**src/rtl/hud_pkg.sv**
```systemverilog
// Shared constants, lookup tables and state encoding for the HUD score writer.
package hud_pkg;

  localparam int unsigned NUM_FIELDS = 6;
  localparam int unsigned NUM_SLOTS  = 14;

  localparam logic [2:0]  LAST_FIELD = 3'd5;
  localparam logic [13:0] SCORE_MAX  = 14'd9999;
  localparam logic [6:0]  VAL_MAX    = 7'd99;

  // Eight entries so any 3-bit field index is in range; entries 6 and 7 are never used.
  localparam logic [7:0][3:0] BASE_SLOT = {4'd0, 4'd0, 4'd12, 4'd10, 4'd8, 4'd6, 4'd4, 4'd0};
  localparam logic [7:0][2:0] DIGIT_CNT = {3'd0, 3'd0, 3'd2, 3'd2, 3'd2, 3'd2, 3'd2, 3'd4};

  typedef enum logic [2:0] {
    ST_IDLE,
    ST_LATCH,
    ST_CONV,
    ST_WAIT,
    ST_WRITE,
    ST_DONE
  } state_t;

  function automatic logic [15:0] bcd_adjust(input logic [15:0] b);
    logic [15:0] r;
    r = b;
    for (int unsigned i = 0; i < 4; i++) begin
      if (r[i*4 +: 4] >= 4'd5) r[i*4 +: 4] = r[i*4 +: 4] + 4'd3;
    end
    return r;
  endfunction

endpackage

```
**src/rtl/bin2bcd_seq.sv**
```systemverilog
// Sequential double-dabble converter: 14-bit binary to 4 BCD digits, fixed
// 14-cycle start-to-done latency; result held until the next start.
module bin2bcd_seq
  import hud_pkg::*;
(
  input  logic        clk,
  input  logic        reset,
  input  logic        start,
  input  logic [13:0] bin,
  output logic [15:0] bcd,
  output logic        done
);

  logic [15:0] bcd_q;
  logic [13:0] shift_q;
  logic [3:0]  cnt_q;
  logic        run_q;
  logic        done_q;
  logic [15:0] adj;

  always_comb begin
    adj = bcd_adjust(bcd_q);
  end

  // The first shift happens on the start edge itself, so done lands 14 cycles after start.
  always_ff @(posedge clk) begin
    if (reset) begin
      bcd_q   <= '0;
      shift_q <= '0;
      cnt_q   <= '0;
      run_q   <= 1'b0;
      done_q  <= 1'b0;
    end else begin
      done_q <= 1'b0;
      if (start) begin
        bcd_q   <= {15'd0, bin[13]};
        shift_q <= {bin[12:0], 1'b0};
        cnt_q   <= 4'd13;
        run_q   <= 1'b1;
      end else if (run_q) begin
        bcd_q   <= {adj[14:0], shift_q[13]};
        shift_q <= {shift_q[12:0], 1'b0};
        cnt_q   <= cnt_q - 4'd1;
        if (cnt_q == 4'd1) begin
          run_q  <= 1'b0;
          done_q <= 1'b1;
        end
      end
    end
  end

  assign bcd  = bcd_q;
  assign done = done_q;

endmodule

```
**src/rtl/hud_score_writer.sv**
```systemverilog
// Snapshots the score and five 2-digit values, converts each to BCD and
// streams the 14 digit codes to the HUD digit block, MS digit first.
module hud_score_writer
  import hud_pkg::*;
#(
  parameter bit         BLANK_LEADING = 1'b1,
  parameter logic [3:0] BLANK_CODE    = 4'hF
) (
  input  logic        clk,
  input  logic        reset,
  input  logic        update,
  input  logic [13:0] score,
  input  logic [6:0]  val1,
  input  logic [6:0]  val2,
  input  logic [6:0]  val3,
  input  logic [6:0]  val4,
  input  logic [6:0]  val5,
  output logic        write,
  output logic [3:0]  blob,
  output logic [3:0]  num,
  output logic        busy,
  output logic        done
);

  state_t      state_q, state_d;
  logic        pending_q, pending_d;
  logic [13:0] snap_q [NUM_FIELDS];
  logic [2:0]  field_q;
  logic [1:0]  digit_q;
  logic        lead_q;

  logic        conv_start;
  logic [13:0] conv_bin;
  logic [15:0] conv_bcd;
  logic        conv_done;

  logic [1:0]  last_k;
  logic [1:0]  pos;
  logic [3:0]  nibble;
  logic        last_digit;
  logic        blank;

  assign conv_start = (state_q == ST_CONV);

  always_comb begin
    conv_bin = '0;
    case (field_q)
      3'd0:    conv_bin = snap_q[0];
      3'd1:    conv_bin = snap_q[1];
      3'd2:    conv_bin = snap_q[2];
      3'd3:    conv_bin = snap_q[3];
      3'd4:    conv_bin = snap_q[4];
      3'd5:    conv_bin = snap_q[5];
      default: conv_bin = '0;
    endcase
  end

  bin2bcd_seq u_conv (
    .clk   (clk),
    .reset (reset),
    .start (conv_start),
    .bin   (conv_bin),
    .bcd   (conv_bcd),
    .done  (conv_done)
  );

  // k counts from the MS digit, so the BCD nibble position is last_k - k.
  assign last_k     = 2'(DIGIT_CNT[field_q] - 3'd1);
  assign pos        = last_k - digit_q;
  assign nibble     = conv_bcd[{pos, 2'b00} +: 4];
  assign last_digit = (digit_q == last_k);
  assign blank      = BLANK_LEADING && lead_q && (nibble == 4'd0) && !last_digit;

  always_comb begin
    state_d   = state_q;
    pending_d = pending_q;
    if (update && state_q != ST_IDLE) pending_d = 1'b1;
    case (state_q)
      ST_IDLE:  if (update || pending_q) state_d = ST_LATCH;
      ST_LATCH: state_d = ST_CONV;
      ST_CONV:  state_d = ST_WAIT;
      ST_WAIT:  if (conv_done) state_d = ST_WRITE;
      ST_WRITE: if (last_digit) state_d = (field_q == LAST_FIELD) ? ST_DONE : ST_CONV;
      ST_DONE:  state_d = pending_q ? ST_LATCH : ST_IDLE;
      default:  state_d = ST_IDLE;
    endcase
    if (state_d == ST_LATCH) pending_d = 1'b0;
  end

  always_ff @(posedge clk) begin
    if (reset) begin
      state_q   <= ST_IDLE;
      pending_q <= 1'b0;
      field_q   <= '0;
      digit_q   <= '0;
      lead_q    <= 1'b0;
      for (int unsigned i = 0; i < NUM_FIELDS; i++) snap_q[i] <= '0;
    end else begin
      state_q   <= state_d;
      pending_q <= pending_d;
      case (state_q)
        ST_LATCH: begin
          snap_q[0] <= (score > SCORE_MAX) ? SCORE_MAX : score;
          snap_q[1] <= {7'd0, (val1 > VAL_MAX) ? VAL_MAX : val1};
          snap_q[2] <= {7'd0, (val2 > VAL_MAX) ? VAL_MAX : val2};
          snap_q[3] <= {7'd0, (val3 > VAL_MAX) ? VAL_MAX : val3};
          snap_q[4] <= {7'd0, (val4 > VAL_MAX) ? VAL_MAX : val4};
          snap_q[5] <= {7'd0, (val5 > VAL_MAX) ? VAL_MAX : val5};
          field_q   <= '0;
        end
        ST_CONV: begin
          digit_q <= '0;
          lead_q  <= 1'b1;
        end
        ST_WRITE: begin
          digit_q <= digit_q + 2'd1;
          lead_q  <= lead_q && (nibble == 4'd0);
          if (last_digit && field_q != LAST_FIELD) field_q <= field_q + 3'd1;
        end
        default: ;
      endcase
    end
  end

  assign write = (state_q == ST_WRITE);
  assign blob  = write ? (BASE_SLOT[field_q] + {2'b00, digit_q}) : '0;
  assign num   = write ? (blank ? BLANK_CODE : nibble) : '0;
  assign busy  = (state_q != ST_IDLE);
  assign done  = (state_q == ST_DONE);

endmodule

```
**config.mk**
```make
export PLATFORM = sky130hd
export DESIGN_NAME = hud_score_writer
export DESIGN_NICKNAME = d
export VERILOG_FILES = /design/src/rtl/hud_pkg.sv /design/src/rtl/bin2bcd_seq.sv /design/src/rtl/hud_score_writer.sv
export SDC_FILE = /design/constraint.sdc
export NUM_CORES = 1
export LEC_CHECK = 0
export BUFFER_PORTS_ARGS = -buffer_cell sky130_fd_sc_hd__buf_2
export CAP_MARGIN = 20
export CELL_PAD_IN_SITES_DETAIL_PLACEMENT = 1
export CELL_PAD_IN_SITES_GLOBAL_PLACEMENT = 2
export CORE_UTILIZATION = 42
export CTS_BUF_LIST = sky130_fd_sc_hd__clkbuf_4 sky130_fd_sc_hd__clkbuf_8
export DETAILED_ROUTE_END_ITERATION = 12
export PLACE_DENSITY = 0.87
export REMOVE_ABC_BUFFERS = 1
export SLEW_MARGIN = 25
export SYNTH_ARGS = -nofsm -noshare
export SYNTH_HDL_FRONTEND = slang
export SYNTH_HIERARCHICAL = 1
export SYNTH_SLANG_ARGS = --single-unit
```
**constraint.sdc**
```tcl
create_clock -name clk -period 7.9 [get_ports clk]
set_input_delay 0 -clock clk [delete_from_list [all_inputs] [get_ports clk]]
set_output_delay 0 -clock clk [all_outputs]
set_load 0.01 [all_outputs]
```
-- Word level (Yosys, flattened, before mapping)
Memory sizes are Yosys's and may differ from the RTL's. A register that Yosys moved wholly into a read port is not among the register bits.
Cells that the tools add are included.
- RAM bits: 84
- word-level logic and storage cells: 127
- bits in read-only memories: 56
- memories kept: 3
- flip-flop bits (word level): 45
- memories (name ; words ; bits a word ; rd ports ; clocked after Yosys merged registers in ; write ports ; line ; RTL):
    snap_q ; 6 ; 14 ; 6 ; 0 ; 6 ; hud_score_writer.sv:27 ; logic [13:0] snap_q [NUM_FIELDS];
    (name not given) ; 8 ; 4 ; 1 ; 1 ; 0 ; hud_score_writer.sv:126 ; assign blob = write ? (BASE_SLOT[field_q] + {2'b00, digit_q}) : '0;
    (name not given) ; 8 ; 3 ; 1 ; 1 ; 0 ; hud_score_writer.sv:68 ; assign last_k = 2'(DIGIT_CNT[field_q] - 3'd1);
- equality and inequality tests: 15
- shift operators: 1
- $add $sub $neg: 10
- magnitude comparators: 11
- bitwise logic cells: 7
- multiplexer cells: 51
- reduce and logical (&&, ||, !) cells: 17
- operators by type and width (operator ; number):
    $mux 14 ; 9
    $pmux 14 s6 ; 1
    $mux 4 ; 9
    $gt 7x7->1 const B ; 5
    $mux 7 ; 5
    $mux 3 ; 10
    $pmux 3 s6 ; 1
    $ge 4x3->1 const B ; 4
    $shiftx 16x5->4 ; 1
    $gt 14x14->1 const B ; 1
    $add 4x2->4 const B ; 3
    $eq 3x2->1 const B ; 4
    $eq 3x3->1 const B ; 4
    $mux 1 ; 12
    $eq 3x1->1 const B ; 3
    $logic_not 3->1 ; 2
    $or 1x1->1 ; 6
    $pmux 3 s2 ; 1
    $reduce_bool 2->1 ; 3
    $add 4x2->4 ; 1
    $eq 4x1->1 const B ; 1
    $logic_and 1x1->1 ; 4
    $logic_not 4->1 ; 1
    $lt 3x4->1 const B ; 1
    19 further kinds ; 20

-- Longest topological paths before layout
- word-level depth: 10
- depth in mapped cells: 9
- gate-level depth less buffers: 9

-- Cells and area by module
The synthesis kept the hierarchy.
- by module, submodules not included (module ; area an instance (sq um) ; seq. area each (sq um) ; cells each ; instances):
    hud_score_writer ; 3430.8 ; 1751.7 ; 304 ; 1
    bin2bcd_seq ; 1774.2 ; 700.7 ; 217 ; 1

-- Worst setup path after synthesis
Ideal clock, no wire load.
- path kind: register to register
- start: reg state_q[1]
- end: mem snap_q[0][0] (enable)
- stages on the path, launching flop included: 4
- period minus slack after synthesis: 2.545 ns
- data arrival time: 2.131 ns
- library setup time: 0.414 ns
- setup slack: 5.355 ns
- data required time: 7.486 ns
- path through: dfxtp_1 -> clkbuf_1 -> or3b_2 -> nand2b_1
- RTL lines (item ; line ; RTL):
    start, declared ; hud_score_writer.sv:25 ; state_t state_q, state_d;
    start signal, assigned ; hud_score_writer.sv:99 ; state_q <= state_d;
    end, declared ; hud_score_writer.sv:27 ;

==> flow_metrics.tcl <==
set metrics [dict create \
    drv_slew 0 \
    wl_per_cell_um 16.9 \
    crit_type "flop to flop" \
    gr-usage-all-layers_pct 22.0 \
    holdCritPathClass "input pin to flop" \
    dr.pass1.iters 4 \
    p_int_mw 0.803 \
    die_area_um2 12800 \
    vdd_drop_max_mv 0.0832 \
    area_delta_synth_final_pct 21.3 \
    startpoint "state_q[2]" \
    portBuffers 62 \
    grt_pass1_vias 4433 \
    yosysWarnings 6 \
    layout_commonest_cell "nor2_1" \
    vias 4171 \
    drt_wl_total_mm 13.3 \
    path_max_fanout 17 \
    p_clk_share_pct 31.8 \
    layout.cells.non_filler 786 \
    power.leakage_nw 2.50 \
    holdCritStartpoint "score[12]" \
    postSynth.asyncResetShare_pct 0 \
    r2r_cells 6 \
    boundaryPins 63 \
    powerDensity_nw_per_um2 172 \
    die_y_um 113 \
    timing.final.ws_setup_ns 5.10 \
    status "finished clean" \
    syn_area_um2 5200 \
    place_ws_ns 5.13 \
    rsz0062_at_grt "no" \
    cts-root-buf "clkbuf_8" \
    cts_max_level 3 \
    clock.fmax_ghz 0.357 \
    core_area_um2 12100 \
    fin_setup_tns_ns 0 \
    start_util_pct 43.2 \
    fin_nets 687 \
    grt-ovfl-total 0 \
    cp-end-kind "flop" \
    first_iter_violations 177 \
    antenna_cells 0 \
    vias_per_cell 5.31 \
    layout_common_cells "80 x nor2_1, 62 x buf_2, 49 x dfxtp_1, 49 x edfxtp_1, 48 x dlygate4sd3_1" \
    clk_latency_ns 0.39 \
    clock_skew_ns 0.0170 \
    max-slew-margin-rel_pct 45.4 \
    maxCapViolCount 0 \
    p_switching_mw 0.286 \
    clkTransAtPathRegs_ns 0.10 \
    period_share_pct 35.5 \
    netlist_instances 521 \
    stdcell_area_um2 6310 \
    synth_edf_count 49 \
    cts_made_buffers 9 \
    die_x_um 113 \
    pwr-share-comb_pct 13.5 \
    nFillCells 1354 \
    timing.final.crit_period_ns 2.80 \
    cts_max_path_buffers 2 \
    rows 40 \
    cp-start-kind "flop" \
    finalSetupViolations 0 \
    worst_slew_pin_slew_ns 0.819 \
    grt_pass1_wl_mm 21.9 \
    ant_nets 0 \
    post_cts_buffers 0 \
    reg2reg_from "state_q[2]" \
    p_sw_share_pct 26.2 \
    drive_gt1_share_pct 15.5 \
    hpwl_mm 8.63 \
    drcViolationCount 0 \
    place_area_um2 5620 \
    syn_area_per_cell_um2 9.99 \
    hold-worst-slack_ns 0.0169 \
    place.gp.congestion 0.789 \
    yosys.cell_types.count 61 \
    arrival_ns 3.07 \
    fin_util_pct 52.4 \
    seqPwrFrac_pct 54.7 \
    ys_seq_area_share_pct 47.1 \
    hold_viol 0 \
    antenna_found_initial 0 \
    cts_tree "done" \
    dp_cells 722 \
    grt_max_degree 50 \
    p_total_mw 1.09 \
    clkSinkCount 98 \
    worstPathRequired_ns 8.16 \
    rrSetupSlack_ns 5.10 \
    synthFlopType "edfxtp_1" \
    ys_ff_latch 98 \
]
## how the worst min path moves through the flow
stage	to	slack [ns]	depth (start not counted)
global route	snap_q[0][12]	0.02	2
CTS	snap_q[0][11]	0.004	2
finish	snap_q[0][12]	0.02	2
floorplan	state_q[0]	0.07	1
global placement	snap_q[5][0]	0.29	3
detailed placement	snap_q[2][1]	0.29	3
## power by group through the flow
stage               registers (mW)  logic, mW  clock network (mW)
global placement             0.605      0.122                   0
global route                 0.600      0.165               0.376
CTS                          0.596      0.147               0.356
floorplan                    0.604     0.0785                   0
finish                       0.595      0.148               0.346
detailed placement           0.607      0.128                   0
## cell type report
class	instances	area (µm²)	area share (%)
flip-flops and latches	98	2450	38.8
repair buffers	112	806	12.8
inverters	18	67.6	1.07
well taps	168	210	3.33
clock buffers	11	151	2.40
multi-input cells	374	2570	40.7
clock inverters	5	60.1	0.951
## what timing repair did
item                                   4_1_cts  5_1_grt
hold buffers                                48        0
endpoints found under the hold margin       50        0
gates resized for setup                      0        0
## cells by family (layout without fill, tap and decap cells)
kind of cell / Yosys count / in the layout / synth area share, %
compound gates: 115 / 115 / 15.0
mux: 26 / 26 / 6.42
fa+ha+maj: 22 / 22 / 5.29
flops: 98 / 98 / 47.1
xor+xnor: 6 / 6 / 1.37
buf+inv: 49 / 146 / 3.85
simple gates: 205 / 205 / 20.9
## cells in the mapped netlist (8+ instances only)
cell type / n / share of area, %
inv_1: 17 / 1.2
o21a_1: 9 / 1.3
nand2b_1: 8 / 0.96
ha_1: 22 / 5.3
clkbuf_1: 20 / 1.4
nor2_1: 81 / 5.8
and2_1: 37 / 4.4
nand3_1: 8 / 0.77
nor3b_1: 8 / 1.2
nor4_1: 9 / 1.1
nand2_1: 17 / 1.2
o21ai_0: 20 / 1.9
a21oi_1: 41 / 3.9
mux2i_1: 15 / 2.9
dfxtp_1: 49 / 19
edfxtp_1: 49 / 28
## layer usage
metal	global-route usage, %	vias up	share of wire, %
met5	0	-	0
met4	8.86	0	2.0
met3	2.84	15	2.4
met2	40.0	72	51
met1	26.1	2001	45
li1	-	2083	-
## critical path, stage by stage, from the launching register on
cell and delay (ns):
dfxtp_1 0.60, nor3b_4 0.67, nand4_4 0.23, mux2i_1 0.45
or2_2 0.22, ha_1 0.22, mux2_1 0.28
## registers in the layout, summed over array words and instances, names as in the netlist, 2 cells and up, named ones only
name            cells
u_conv/shift_q     13
u_conv/bcd         16
field_q             3
state_q             3
snap_q             49
u_conv/cnt_q        4
digit_q             2
No activity file was read; power rests on OpenSTA's default activity.
